<file path="src/rtl/regfile_reader_if.sv">
// Output stream of the register file read-out engine.
// Valid/ready word stream carrying one register and its address.
interface regfile_reader_if #(
  parameter int DATA_W = 32,
  parameter int ADDR_W = 4
);
  logic              out_valid;
  logic              out_ready;
  logic [ADDR_W-1:0] out_dir;
  logic [DATA_W-1:0] out_data;

  modport master (
    output out_valid,
    output out_dir,
    output out_data,
    input  out_ready
  );

  modport slave (
    input  out_valid,
    input  out_dir,
    input  out_data,
    output out_ready
  );
endinterface

</file>
<file path="src/rtl/regfile_reader.sv">
// Sequential dump of a register file address range, two reads per fetch.
// Emits each word with its address on a valid/ready stream.
module regfile_reader #(
  parameter int DATA_W = 32,
  parameter int ADDR_W = 4
) (
  input  logic              clk,
  input  logic              rst_n,
  input  logic              start,
  input  logic [ADDR_W-1:0] first_dir,
  input  logic [ADDR_W-1:0] last_dir,
  output logic [ADDR_W-1:0] dirA,
  output logic [ADDR_W-1:0] dirB,
  input  logic [DATA_W-1:0] datA,
  input  logic [DATA_W-1:0] datB,
  regfile_reader_if.master  stream,
  output logic              busy,
  output logic              done,
  output logic              err
);

  typedef enum logic [2:0] {
    IDLE,
    FETCH,
    SEND_A,
    SEND_B,
    DONE
  } state_t;

  state_t            state;
  state_t            state_n;
  logic [ADDR_W-1:0] ptr;
  logic [ADDR_W-1:0] ptr_n;
  logic [ADDR_W-1:0] ptr_inc;
  logic [ADDR_W-1:0] end_dir;
  logic [ADDR_W-1:0] end_n;
  logic [DATA_W-1:0] buf_a;
  logic [DATA_W-1:0] buf_a_n;
  logic [DATA_W-1:0] buf_b;
  logic [DATA_W-1:0] buf_b_n;
  logic              err_q;
  logic              err_n;
  logic              hs;

  assign ptr_inc = ptr + ADDR_W'(1);
  assign dirA    = ptr;
  assign dirB    = ptr_inc;
  assign busy    = (state != IDLE);
  assign done    = (state == DONE);
  assign err     = err_q;
  assign hs      = stream.out_valid
                 & stream.out_ready;

  always_ff @(posedge clk or negedge rst_n) begin
    if (!rst_n) begin
      state <= IDLE;
    end else begin
      state <= state_n;
    end
  end

  always_ff @(posedge clk or negedge rst_n) begin
    if (!rst_n) begin
      ptr     <= '0;
      end_dir <= '0;
      buf_a   <= '0;
      buf_b   <= '0;
      err_q   <= 1'b0;
    end else begin
      ptr     <= ptr_n;
      end_dir <= end_n;
      buf_a   <= buf_a_n;
      buf_b   <= buf_b_n;
      err_q   <= err_n;
    end
  end

  // End checks use ptr before any increment, so a range
  // ending at the top address never wraps into an extra word.
  always_comb begin
    state_n = state;
    ptr_n   = ptr;
    end_n   = end_dir;
    buf_a_n = buf_a;
    buf_b_n = buf_b;
    err_n   = 1'b0;
    unique case (state)
      IDLE: begin
        if (start) begin
          if (first_dir <= last_dir) begin
            ptr_n   = first_dir;
            end_n   = last_dir;
            state_n = FETCH;
          end else begin
            err_n = 1'b1;
          end
        end
      end
      FETCH: begin
        buf_a_n = datA;
        buf_b_n = datB;
        state_n = SEND_A;
      end
      SEND_A: begin
        if (hs) begin
          if (ptr == end_dir) begin
            state_n = DONE;
          end else begin
            state_n = SEND_B;
          end
        end
      end
      SEND_B: begin
        if (hs) begin
          if (ptr_inc == end_dir) begin
            state_n = DONE;
          end else begin
            ptr_n   = ptr + ADDR_W'(2);
            state_n = FETCH;
          end
        end
      end
      DONE: begin
        state_n = IDLE;
      end
      default: begin
        state_n = IDLE;
      end
    endcase
  end

  always_comb begin
    stream.out_valid = 1'b0;
    stream.out_dir   = '0;
    stream.out_data  = '0;
    unique case (1'b1)
      (state == SEND_A): begin
        stream.out_valid = 1'b1;
        stream.out_dir   = ptr;
        stream.out_data  = buf_a;
      end
      (state == SEND_B): begin
        stream.out_valid = 1'b1;
        stream.out_dir   = ptr_inc;
        stream.out_data  = buf_b;
      end
      default: begin
        stream.out_valid = 1'b0;
      end
    endcase
  end

endmodule

</file>
<file path="src/flat_wrapper.sv">
// flat-port wrapper written by rule: the top's interface ports become plain ports
module regfile_reader_flat 
#(
  parameter int DATA_W = 32,
  parameter int ADDR_W = 4
)
  (clk, rst_n, start, first_dir, last_dir, dirA, dirB, datA, datB, busy, done, err, stream_out_valid, stream_out_dir, stream_out_data, stream_out_ready);
  regfile_reader_if #(.DATA_W(DATA_W), .ADDR_W(ADDR_W)) stream_i ();
  input  logic clk;
  input  logic rst_n;
  input  logic start;
  input  logic [ADDR_W-1:0] first_dir;
  input  logic [ADDR_W-1:0] last_dir;
  output logic [ADDR_W-1:0] dirA;
  output logic [ADDR_W-1:0] dirB;
  input  logic [DATA_W-1:0] datA;
  input  logic [DATA_W-1:0] datB;
  output logic busy;
  output logic done;
  output logic err;
  output wire logic [$bits(stream_i.out_valid)-1:0] stream_out_valid;
  output wire logic [$bits(stream_i.out_dir)-1:0] stream_out_dir;
  output wire logic [$bits(stream_i.out_data)-1:0] stream_out_data;
  input wire logic [$bits(stream_i.out_ready)-1:0] stream_out_ready;
  assign stream_out_valid = stream_i.out_valid;
  assign stream_out_dir = stream_i.out_dir;
  assign stream_out_data = stream_i.out_data;
  assign stream_i.out_ready = stream_out_ready;
  regfile_reader #(.DATA_W(DATA_W), .ADDR_W(ADDR_W)) u_core (.clk(clk), .rst_n(rst_n), .start(start), .first_dir(first_dir), .last_dir(last_dir), .dirA(dirA), .dirB(dirB), .datA(datA), .datB(datB), .stream(stream_i), .busy(busy), .done(done), .err(err));
endmodule
</file>
<file path="config.mk">
export PLATFORM = sky130hd
export DESIGN_NAME = regfile_reader_flat
export DESIGN_NICKNAME = d
export VERILOG_FILES = /design/src/rtl/regfile_reader_if.sv /design/src/rtl/regfile_reader.sv /design/src/flat_wrapper.sv
export SDC_FILE = /design/constraint.sdc
export NUM_CORES = 1
export LEC_CHECK = 0
export BUFFER_PORTS_ARGS = -buffer_cell sky130_fd_sc_hd__buf_2
export CAP_MARGIN = 20
export CORE_MARGIN = 3
export CORE_UTILIZATION = 40
export CTS_CLUSTER_DIAMETER = 100
export DETAILED_ROUTE_END_ITERATION = 16
export GPL_TIMING_DRIVEN = 0
export PLACE_DENSITY = 0.69
export SYNTH_ARGS = -nofsm -noshare
export SYNTH_HDL_FRONTEND = slang
export SYNTH_SLANG_ARGS = --single-unit
</file>
<file path="constraint.sdc">
create_clock -name clk -period 2.3 [get_ports clk]
set_input_delay 0.345 -clock clk [delete_from_list [all_inputs] [get_ports clk]]
set_output_delay 0.345 -clock clk [all_outputs]
set_load 0.01 [all_outputs]
</file>
==> metrics.yaml <==
placed_design:
  post-place-ws_ns: -0.04955
  dp_cells: 568
  place_congestion: 0.7493
  port_buffers: 123
  postPlaceCellArea_mm2: 0.004599
  hpwl_um: 6762
clock_tree:
  clk_pin_slew_ns: 0.08
  clockRootBuffer: "clkbuf_8"
  clock-sinks: 76
  cts_tree: "built"
  clockBufferDepth: 2
  cts-htree-levels: 3
  worstSkewPairLatency_ns: 0.34
  cts_buffers: 9
worst_setup_path:
  required_ns: 2.52
  worstSetupPathType: "reg2reg"
  cpMaxStageDelayCell: "dfrtp_1"
  arrival_ns: 2.45
  reg2reg_slack_ns: 0.07
  r2r_cells: 7
  crit_chain: "ha_1, and2_1, xnor3_1, and4_4, buf_6, a211o_1, a221o_1"
  crit_path_end_kind: "flop"
  max_stage_delay_ns: 0.49
  crit_fanout: 6
  reg2reg_to: "u_core.dirA[2]$_DFFE_PN0P_"
  rr_startpoint: "u_core.dirA[2]$_DFFE_PN0P_"
  startpoint_type: "flop"
final_layout:
  diodes: 0
  nets: 536
  drive_gt1_share_pct: 49.67
  final_common_cell: "buf_2"
  syn_to_final_growth_pct: 27.27
  final_cell_mix: "buf_2 (131), dfrtp_1 (75), mux2_2 (65), nor2_1 (39), mux2i_1 (35)"
  finish.instance_area_mm2: 0.004841
  fin_cells: 585
hold_path:
  holdPathStages: 2
  whs_endpoint: "u_core.buf_a[13]$_DFFE_PN0P_"
  min_from: "datA[13]"
  hp-class: "in2reg"
grt:
  track_usage_pct: 17.36
  grt_first_pass_wirelength_um: 15050
  globalRoute.totalOverflow: 0
  grt_pass1_vias: 3027
  grt_max_degree: 43
  antenna_found_initial: 0
die:
  rows: 34
  die_h_um: 103.5
  die-area_mm2: 0.01072
  ioPinCount: 124
  start_util_pct: 42.38
  core_mm2: 0.008976
  die_w_um: 103.5
logic_synthesis:
  syn-cell-area_mm2: 0.003804
  synthArstFlopShare_pct: 100.0
  seq_area_frac_synth_pct: 50.00
  synth_flop_cell: "dfrtp_1"
  avgSynthCellArea_um2: 11.96
  synth_edf_count: 0
  synthesis.nets: 400
  yosys_warnings: 0
  ys_types: 43
  synthCells: 318
  ys_ff_latch: 76
sta:
  period_minus_slack_ns: 2.234
  max_freq_ghz: 0.4477
  fin_ws_ns: 0.06648
  setup_viol: 0
  fin_skew_ns: 0.01277
  rsz0062_at_grt: "no"
  max_slew_margin_pct: 55.70
  tightest_slew_ns: 0.6585
  finalCritPeriodShare_pct: 97.11
  hold_violations: 0
  slew_violations: 0
power_and_ir_drop:
  powerDensity_mw_per_mm2: 1529
  totalPowerFinal_mw: 7.402
  combPwrFrac_pct: 53.5
  p_sw_mw: 2.855
  clkPwrFrac_pct: 14.0
  peakVddDrop_v: 0.0007146
  p_seq_share_pct: 32.6
  p_int_mw: 4.546
  leakagePower_nw: 2.390
  power_switching_share_pct: 38.58
route:
  routedWlPerCell_um: 15.71
  initialDrtViolationCount: 69
  drtAntennaViolNets: 0
  drc: 0
  drt-pass1-iter-count: 5
  avgViaCountPerCell: 4.978
  totalWireLength_um: 9191
  vias: 2912
outcome:
  outcome: "finished, final reports clean"
run:
  drv_cap: 0
-- flip-flops by register name, summed over array words and instances (netlist names) --
| signal | cells |
|---|---|
| u_core.buf_a | 32 |
| u_core.buf_b | 32 |
| u_core.dirA | 4 |
| u_core.end_dir | 4 |
| u_core.state | 3 |
| u_core.err | 1 |
-- cells by family (layout without fill, tap and decap cells) --
family	after synthesis	in the layout	synth area share, %
and+or+nand+nor	65	65	7.928
buffers and inverters	29	170	3.323
muxes	100	100	28.45
adders and majority gates	6	6	1.974
xor gates and xnor gates	12	12	3.125
DFF	76	76	50.00
AOI/OAI and AO/OA	30	30	5.198
-- metal layers --
| metal | wire length (um) | track usage [%] |
|---|---|---|
| met1 | 4017 | 21.68 |
| met5 | 0 | 0 |
| met4 | 83 | 4.463 |
| met2 | 4349 | 28.18 |
| met3 | 740 | 6.965 |
-- how the worst max path moves through the flow --
stage	to	start	depth (start not counted)
2_1_floorplan	u_core.dirA[2]$_DFFE_PN0P_	u_core.dirA[1]$_DFFE_PN0P_	7
3_3_place_gp	u_core.end_dir[0]$_DFFE_PN0P_	first_dir[3]	7
3_5_place_dp	u_core.end_dir[0]$_DFFE_PN0P_	first_dir[3]	7
5_1_grt	stream_out_data[0]	u_core.state[2]$_DFFE_PN0P_	6
4_1_cts	stream_out_dir[3]	u_core.state[0]$_DFFE_PN0P_	6
6_report	u_core.dirA[2]$_DFFE_PN0P_	u_core.dirA[2]$_DFFE_PN0P_	7
-- cell usage after synthesis, types with 2 or more instances --
master / n / share of area (%)
nand2_1: 6 / 0.59
mux2i_1: 35 / 9.2
mux2_2: 65 / 19
inv_1: 10 / 0.99
nor3_1: 2 / 0.26
xnor2_1: 3 / 0.69
or3_1: 2 / 0.33
o21ai_0: 11 / 1.4
nor2_1: 40 / 3.9
a21oi_1: 5 / 0.66
xor2_1: 8 / 1.8
dfrtp_1: 76 / 50
and2_1: 3 / 0.49
nand3_1: 2 / 0.26
clkbuf_1: 10 / 0.99
ha_1: 6 / 2.0
buf_2: 8 / 1.1
-- power groups by stage --
stage	clock, mW	combinational, mW	sequential, mW
final	1.03	3.96	2.41
after detailed placement	0	3.96	2.45
after global routing	1.15	4.35	2.50
after floorplan	0	2.79	2.34
after CTS	1.07	4.01	2.42
after global placement	0	3.88	2.41
-- per-stage QoR --
step	hold WS [ns]	TNS (ns)	util (%)
final	0.2293	0	53.93
after CTS	0.2099	0	53.85
after global placement	0.4885	0	50.99
after floorplan	0.04941	0	-
after global routing	0.1999	0	53.93
after detailed placement	0.3330	-0.1198	51.24
-- repair_timing --
action,in CTS,in global routing
endpoints found under the setup margin,68,34
hold buffers,1,0
buffers inserted,0,0
pin swaps,0,0
endpoints found under the hold margin,34,0
resized for setup,13,8
gates cloned,0,0
-- layout make-up --
cell class	count	area [um2]
Clock buffer	11	141.4
Buffer	19	115.1
Multi-Input combinational cell	213	1778
Clock inverter	5	60.06
Tap cell	126	157.7
Fill cell	822	4135
Sequential cell	76	1903
Timing Repair Buffer	125	648.1
Inverter	10	37.54
-- critical path: cells and delay by family (launching register included) --
family	cells	cell delay, ns
adder cells (fa/ha/maj)	1	0.24
flip-flops	1	0.49
AND/OR/NAND/NOR	2	0.38
XOR/XNOR	1	0.25
AO/OA/AOI/OAI	2	0.64
buffers and inverters	1	0.13
Power figures use the tool's default switching activity.
